## src/rtl/shift_pkg.sv

```systemverilog
// Shared types and flag helpers for the shift result stage.
// Optional SHIFT_OVERFLOW_EN adds an overflow flag to the payload.
package shift_pkg;

    localparam int SHIFT_DATA_W = 16;
    localparam int SHIFT_AMT_W  = 8;

    typedef enum logic [1:0] {
        EMPTY = 2'b00,
        ONE   = 2'b01,
        FULL  = 2'b11
    } buf_state_t;

    typedef struct packed {
        logic [SHIFT_DATA_W-1:0] result;
        logic                    zero;
        logic                    carry;
`ifdef SHIFT_OVERFLOW_EN
        logic                    ovf;
`endif
    } shift_res_t;

    // Last bit pushed past the MSB: value[DATA_W - amount] for 1..DATA_W, else 0.
    function automatic logic carry_out(input logic [SHIFT_DATA_W-1:0] value,
                                       input logic [SHIFT_AMT_W-1:0]  amount);
        logic c;
        c = 1'b0;
        for (int i = 1; i <= SHIFT_DATA_W; i++) begin
            if (amount == SHIFT_AMT_W'(i))
                c = value[SHIFT_DATA_W - i];
        end
        return c;
    endfunction

    // Any set bit of the operand discarded by the shift.
    function automatic logic ovf_out(input logic [SHIFT_DATA_W-1:0] value,
                                     input logic [SHIFT_AMT_W-1:0]  amount);
        logic o;
        o = 1'b0;
        if (amount > SHIFT_AMT_W'(SHIFT_DATA_W))
            o = |value;
        for (int i = 1; i <= SHIFT_DATA_W; i++) begin
            if (amount == SHIFT_AMT_W'(i))
                o = |(value >> (SHIFT_DATA_W - i));
        end
        return o;
    endfunction

endpackage

```

## src/rtl/shift_result_stage_if.sv

```systemverilog
// Upstream shifter / downstream writeback bus for shift_result_stage.
// out_ovf exists only when SHIFT_OVERFLOW_EN is defined.
interface shift_result_stage_if #(
    parameter int DATA_W = shift_pkg::SHIFT_DATA_W,
    parameter int AMT_W  = shift_pkg::SHIFT_AMT_W
) ();

    logic              in_valid;
    logic              in_ready;
    logic [DATA_W-1:0] in_value;
    logic [AMT_W-1:0]  in_amount;
    logic [DATA_W-1:0] in_shifted;
    logic              out_valid;
    logic              out_ready;
    logic [DATA_W-1:0] out_result;
    logic              out_zero;
    logic              out_carry;
`ifdef SHIFT_OVERFLOW_EN
    logic              out_ovf;
`endif

    modport slave (
        input  in_valid, in_value, in_amount, in_shifted, out_ready,
        output in_ready, out_valid, out_result, out_zero, out_carry
`ifdef SHIFT_OVERFLOW_EN
        , output out_ovf
`endif
    );

    modport master (
        output in_valid, in_value, in_amount, in_shifted, out_ready,
        input  in_ready, out_valid, out_result, out_zero, out_carry
`ifdef SHIFT_OVERFLOW_EN
        , input out_ovf
`endif
    );

endinterface

```

## src/rtl/shift_skid_buf.sv

```systemverilog
// Generic 2-entry valid/ready skid buffer; main entry drives the outputs,
// skid entry catches the push that lands while in_ready is still high.
module shift_skid_buf
    import shift_pkg::*;
#(
    parameter int W = 8
) (
    input  logic         clk,
    input  logic         rst_n,
    input  logic         in_valid,
    output logic         in_ready,
    input  logic [W-1:0] in_data,
    output logic         out_valid,
    input  logic         out_ready,
    output logic [W-1:0] out_data
);

    buf_state_t   state;
    logic [W-1:0] main_q;
    logic [W-1:0] skid_q;
    logic         push;
    logic         pop;

    assign push     = in_valid && in_ready;
    assign pop      = out_valid && out_ready;
    assign out_data = main_q;

    always_ff @(posedge clk or negedge rst_n) begin
        if (!rst_n) begin
            state     <= EMPTY;
            in_ready  <= 1'b1;
            out_valid <= 1'b0;
            main_q    <= '0;
            skid_q    <= '0;
        end else begin
            case (state)
                EMPTY: begin
                    if (push) begin
                        main_q    <= in_data;
                        out_valid <= 1'b1;
                        state     <= ONE;
                    end
                end
                ONE: begin
                    if (push && !pop) begin
                        skid_q   <= in_data;
                        in_ready <= 1'b0;
                        state    <= FULL;
                    end else if (push && pop) begin
                        main_q <= in_data;
                    end else if (pop) begin
                        out_valid <= 1'b0;
                        state     <= EMPTY;
                    end
                end
                FULL: begin
                    // in_ready is low here, so only a pop can happen.
                    if (pop) begin
                        main_q   <= skid_q;
                        in_ready <= 1'b1;
                        state    <= ONE;
                    end
                end
                default: begin
                    state     <= EMPTY;
                    in_ready  <= 1'b1;
                    out_valid <= 1'b0;
                end
            endcase
        end
    end

endmodule

```

## src/rtl/shift_result_stage.sv

```systemverilog
// Registered stage after the 16-bit left shifter: derives zero/carry
// (and ovf under SHIFT_OVERFLOW_EN) and hands results to writeback via a skid buffer.
module shift_result_stage
    import shift_pkg::*;
#(
    parameter int DATA_W = SHIFT_DATA_W,
    parameter int AMT_W  = SHIFT_AMT_W
) (
    input  logic                 clk,
    input  logic                 rst_n,
    shift_result_stage_if.slave  bus
);

    shift_res_t        cap;
    shift_res_t        held;
    logic [DATA_W-1:0] shifted;
    logic [AMT_W-1:0]  amount;

    assign shifted = bus.in_shifted;
    assign amount  = bus.in_amount;

    always_comb begin
        cap        = '0;
        cap.result = shifted;
        cap.zero   = (shifted == '0);
        cap.carry  = carry_out(bus.in_value, amount);
`ifdef SHIFT_OVERFLOW_EN
        cap.ovf    = ovf_out(bus.in_value, amount);
`endif
    end

    shift_skid_buf #(
        .W($bits(shift_res_t))
    ) u_buf (
        .clk       (clk),
        .rst_n     (rst_n),
        .in_valid  (bus.in_valid),
        .in_ready  (bus.in_ready),
        .in_data   (cap),
        .out_valid (bus.out_valid),
        .out_ready (bus.out_ready),
        .out_data  (held)
    );

    assign bus.out_result = held.result;
    assign bus.out_zero   = held.zero;
    assign bus.out_carry  = held.carry;
`ifdef SHIFT_OVERFLOW_EN
    assign bus.out_ovf    = held.ovf;
`endif

endmodule

```

## src/flat_wrapper.sv

```systemverilog
// flat-port wrapper written by rule: the top's interface ports become plain ports
module shift_result_stage_flat import shift_pkg::*;
#(
    parameter int DATA_W = SHIFT_DATA_W,
    parameter int AMT_W  = SHIFT_AMT_W
)
  (clk, rst_n, bus_in_valid, bus_in_value, bus_in_amount, bus_in_shifted, bus_out_ready, bus_in_ready, bus_out_valid, bus_out_result, bus_out_zero, bus_out_carry);
  shift_result_stage_if #(.DATA_W(DATA_W), .AMT_W(AMT_W)) bus_i ();
  input  logic clk;
  input  logic rst_n;
  input wire logic [$bits(bus_i.in_valid)-1:0] bus_in_valid;
  input wire logic [$bits(bus_i.in_value)-1:0] bus_in_value;
  input wire logic [$bits(bus_i.in_amount)-1:0] bus_in_amount;
  input wire logic [$bits(bus_i.in_shifted)-1:0] bus_in_shifted;
  input wire logic [$bits(bus_i.out_ready)-1:0] bus_out_ready;
  output wire logic [$bits(bus_i.in_ready)-1:0] bus_in_ready;
  output wire logic [$bits(bus_i.out_valid)-1:0] bus_out_valid;
  output wire logic [$bits(bus_i.out_result)-1:0] bus_out_result;
  output wire logic [$bits(bus_i.out_zero)-1:0] bus_out_zero;
  output wire logic [$bits(bus_i.out_carry)-1:0] bus_out_carry;
  assign bus_i.in_valid = bus_in_valid;
  assign bus_i.in_value = bus_in_value;
  assign bus_i.in_amount = bus_in_amount;
  assign bus_i.in_shifted = bus_in_shifted;
  assign bus_i.out_ready = bus_out_ready;
  assign bus_in_ready = bus_i.in_ready;
  assign bus_out_valid = bus_i.out_valid;
  assign bus_out_result = bus_i.out_result;
  assign bus_out_zero = bus_i.out_zero;
  assign bus_out_carry = bus_i.out_carry;
  shift_result_stage #(.DATA_W(DATA_W), .AMT_W(AMT_W)) u_core (.clk(clk), .rst_n(rst_n), .bus(bus_i));
endmodule
```

## config.mk

```make
export PLATFORM = sky130hd
export DESIGN_NAME = shift_result_stage_flat
export DESIGN_NICKNAME = d
export VERILOG_FILES = /design/src/rtl/shift_pkg.sv /design/src/rtl/shift_result_stage_if.sv /design/src/rtl/shift_skid_buf.sv /design/src/rtl/shift_result_stage.sv /design/src/flat_wrapper.sv
export SDC_FILE = /design/constraint.sdc
export NUM_CORES = 1
export LEC_CHECK = 0
export ABC_AREA = 1
export BUFFER_PORTS_ARGS = -buffer_cell sky130_fd_sc_hd__buf_4
export CAP_MARGIN = 20
export CORE_ASPECT_RATIO = 1.75
export CORE_MARGIN = 2
export CORE_UTILIZATION = 31
export CTS_BUF_LIST = sky130_fd_sc_hd__clkbuf_8
export DETAILED_ROUTE_END_ITERATION = 7
export PLACE_DENSITY = 0.51
export REMOVE_ABC_BUFFERS = 1
export SETUP_SLACK_MARGIN = 0.4
export SYNTH_ARGS = -nofsm -noshare
export SYNTH_HDL_FRONTEND = slang
export SYNTH_SLANG_ARGS = --single-unit
```

## constraint.sdc

```tcl
create_clock -name clk -period 4.1 [get_ports clk]
set_input_delay 0.615 -clock clk [delete_from_list [all_inputs] [get_ports clk]]
set_output_delay 0.615 -clock clk [all_outputs]
set_load 0.01 [all_outputs]
```

==> impl_metrics.ini <==
[clocking]
cts_made_buffers = 5
htreeDepth = 2
clk_pin_slew_ns = 0.08
cts_resized = 0
clockBufferDepth = 2
cts.sinks = 40
hold_buffers = 0
clk-insertion-delay-late_ns = 0.30
cts_setup_buffers = 0
cts_root_buffer = clkbuf_8
cts_tree = built

[critical_path]
worst_setup_path_start_kind = flop
rr_startpoint = u_core.u_buf.state[1]$_DFFE_PN0P_
required_ns = 4.30
cp.arrival_ns = 2.61
path_max_fanout = 20
cp-startpoint = u_core.u_buf.state[1]$_DFFE_PN0P_
path_class = flop to flop
worstSetupEndpointType = flop

[timing]
max_slew_margin_pct = 46.6
setup_viol = 0
period_needed_ns = 2.41
maxSlewViolCount = 0
rsz0062_at_grt = false
max_clock_freq_mhz = 415
tns_ns = 0
finalCritPeriodShare_pct = 58.8
finalClockSkew_ns = 0.00734
worst_pin_slew_ns = 0.801
finalHoldViolCount = 0

[cells_and_area]
post-route-cell-area_um2 = 2800
regArea_um2 = 1000
finalNetCount = 371
area_growth_pct = 25.2
final_cells = 409
fillers = 738
multi_input_area_um2 = 993
final_layout_size_suffix_gt1_share_pct = 34.1
antennaDiodeCount = 0

[drt]
vias = 1872
wire_per_inst_um = 12.6
drt_pass1_iterations = 4
postRouteAntennaNets = 0
dr.first_iter.drc_count = 85
vias_per_cell = 4.58
drt-total-wl_um = 5160
drc = 0

[placement]
post-dp-hpwl_um = 3760
placed_cell_area_um2 = 2710
gp_congestion = 0.749
placed_cells = 401
numPortBuffers = 63

[floorplan]
num_io_pins = 64
die_area_um2 = 7930
start_util_pct = 31.6
die_h_um = 116
coreArea_um2 = 7080
row_count = 41
die_width_um = 68.2

[synthesis]
yosysSeqAreaShare_pct = 44.8
avgSynthCellArea_um2 = 8.53
yosysWarnings = 0
syn_area_um2 = 2240
ys_ff_latch = 40
synthCells = 262
synth_cell_types = 31

[power_and_ir_drop]
ir_drop_v = 0.000125
powerDensity_nw_per_um2 = 265
p_leak_nw = 1.43

[global_routing]
antenna_found_initial = 0
grt_pass1_vias = 1930
grt_pass1_wl_um = 8580
grt.overflow.total = 0
track_usage_pct = 14.6
grt_max_degree = 41

[outcome]
run_status = finished, final reports clean

[worst_hold_path]
hp-class = input pin to async pin

[job]
cap_violations = 0
-- final cells by class --
class / instances / share of cell area (%)
Clock buffer: 6 / 2.95
Sequential cell: 40 / 35.8
Timing Repair Buffer: 63 / 16.9
Inverter: 33 / 4.69
Tap cell: 86 / 3.84
Clock inverter: 2 / 0.357
Multi-Input combinational cell: 179 / 35.5
-- flip-flops by register name, summed over array words and instances, names as in the netlist --
register                count
u_core.u_buf.state          2
u_core.u_buf.out_valid      1
u_core.u_buf.skid_q        18
u_core.u_buf.out_data      18
u_core.u_buf.in_ready       1
-- where the power goes --
part	switching [W]	leakage (nW)	internal, W
registers	0	0.555	0.000394
logic	0.0000338	0.826	0.0000353
clock network	0.000145	0.0510	0.000134
-- worst max-delay path, cell delays in order, from the launching register on --
cell and delay [ns]:
dfrtp_1 0.41, ha_1 0.70, clkinv_1 0.76, nor2_1 0.26
nor2_1 0.07, nand2_1 0.06, nand2_1 0.04
-- path summary, 6_finish.rpt --
| kind | to | slack [ns] | depth (start not counted) |
|---|---|---|---|
| min in group clk | u_core.u_buf.skid_q[6]$_DFFE_PN0P_ | 0.49 | 2 |
| min | u_core.u_buf.out_valid$_DFFE_PN0P_ | 0.28 | 1 |
| max in group asynchronous | u_core.u_buf.out_data[6]$_DFFE_PN0P_ | 3.44 | 1 |
| min reg2reg | u_core.u_buf.skid_q[6]$_DFFE_PN0P_ | 0.49 | 2 |
| max | u_core.u_buf.out_data[0]$_DFFE_PN0P_ | 1.69 | 6 |
| max reg2reg | u_core.u_buf.out_data[0]$_DFFE_PN0P_ | 1.69 | 6 |
-- cell usage in the layout, fill, tap and decap left out, drive strengths merged --
master and n:
a21oi 8, clkinv 3, nor4 1, nand3 18, nor3 1, nand2 78
nor2 23, o21ai 21, ha 5, nand4 4, buf 63, dfstp 1
nor3b 1, clkbuf 6, mux2 1, inv 32, dfrtp 39, or2 1
a31oi 17
-- synthesized netlist by cell type, drive strengths merged --
cell,instances,area [µm²]
mux2,1,11.3
dfstp,1,26.3
nor3b,1,7.51
clkbuf,6,52.6
o21ai,21,113
dfrtp,39,976
buf,4,56.3
a21oi,8,40.0
ha,5,62.6
inv,32,128
a31oi,17,188
nand3,18,113
nor4,1,6.26
nor2,23,116
or2,1,6.26
nand4,4,25.0
nor3,1,5.00
clkinv,1,3.75
nand2,78,300
-- cell families after synthesis --
kind of cell               share of synthesized area [%]
and+or+nand+nor                                     25.9
adders and majority gates                           2.80
muxes                                              0.504
buffers and inverters                               10.7
DFF                                                 44.8
AOI/OAI and AO/OA                                   15.2
-- through the flow --
step	total power [W]	util, %	hold slack, ns	setup slack, ns
final	0.000742	39.6	0.278	1.69
after global placement	0.000473	38.2	0.465	1.73
after floorplan	0.000424	-	0.319	2.35
after global routing	0.000776	39.6	0.324	1.43
after CTS	0.000758	39.6	0.300	1.61
after detailed placement	0.000473	38.2	0.474	1.63
-- layer usage --
layer  vias to the layer above  routed length, µm  GRT usage (%)
li1                        961                  -              -
met1                       858               1870           14.6
met2                        47               2930           27.7
met3                         6                250           2.89
met4                         0                104           6.40
met5                         -                  0              0
Power figures use the tool's default switching activity.
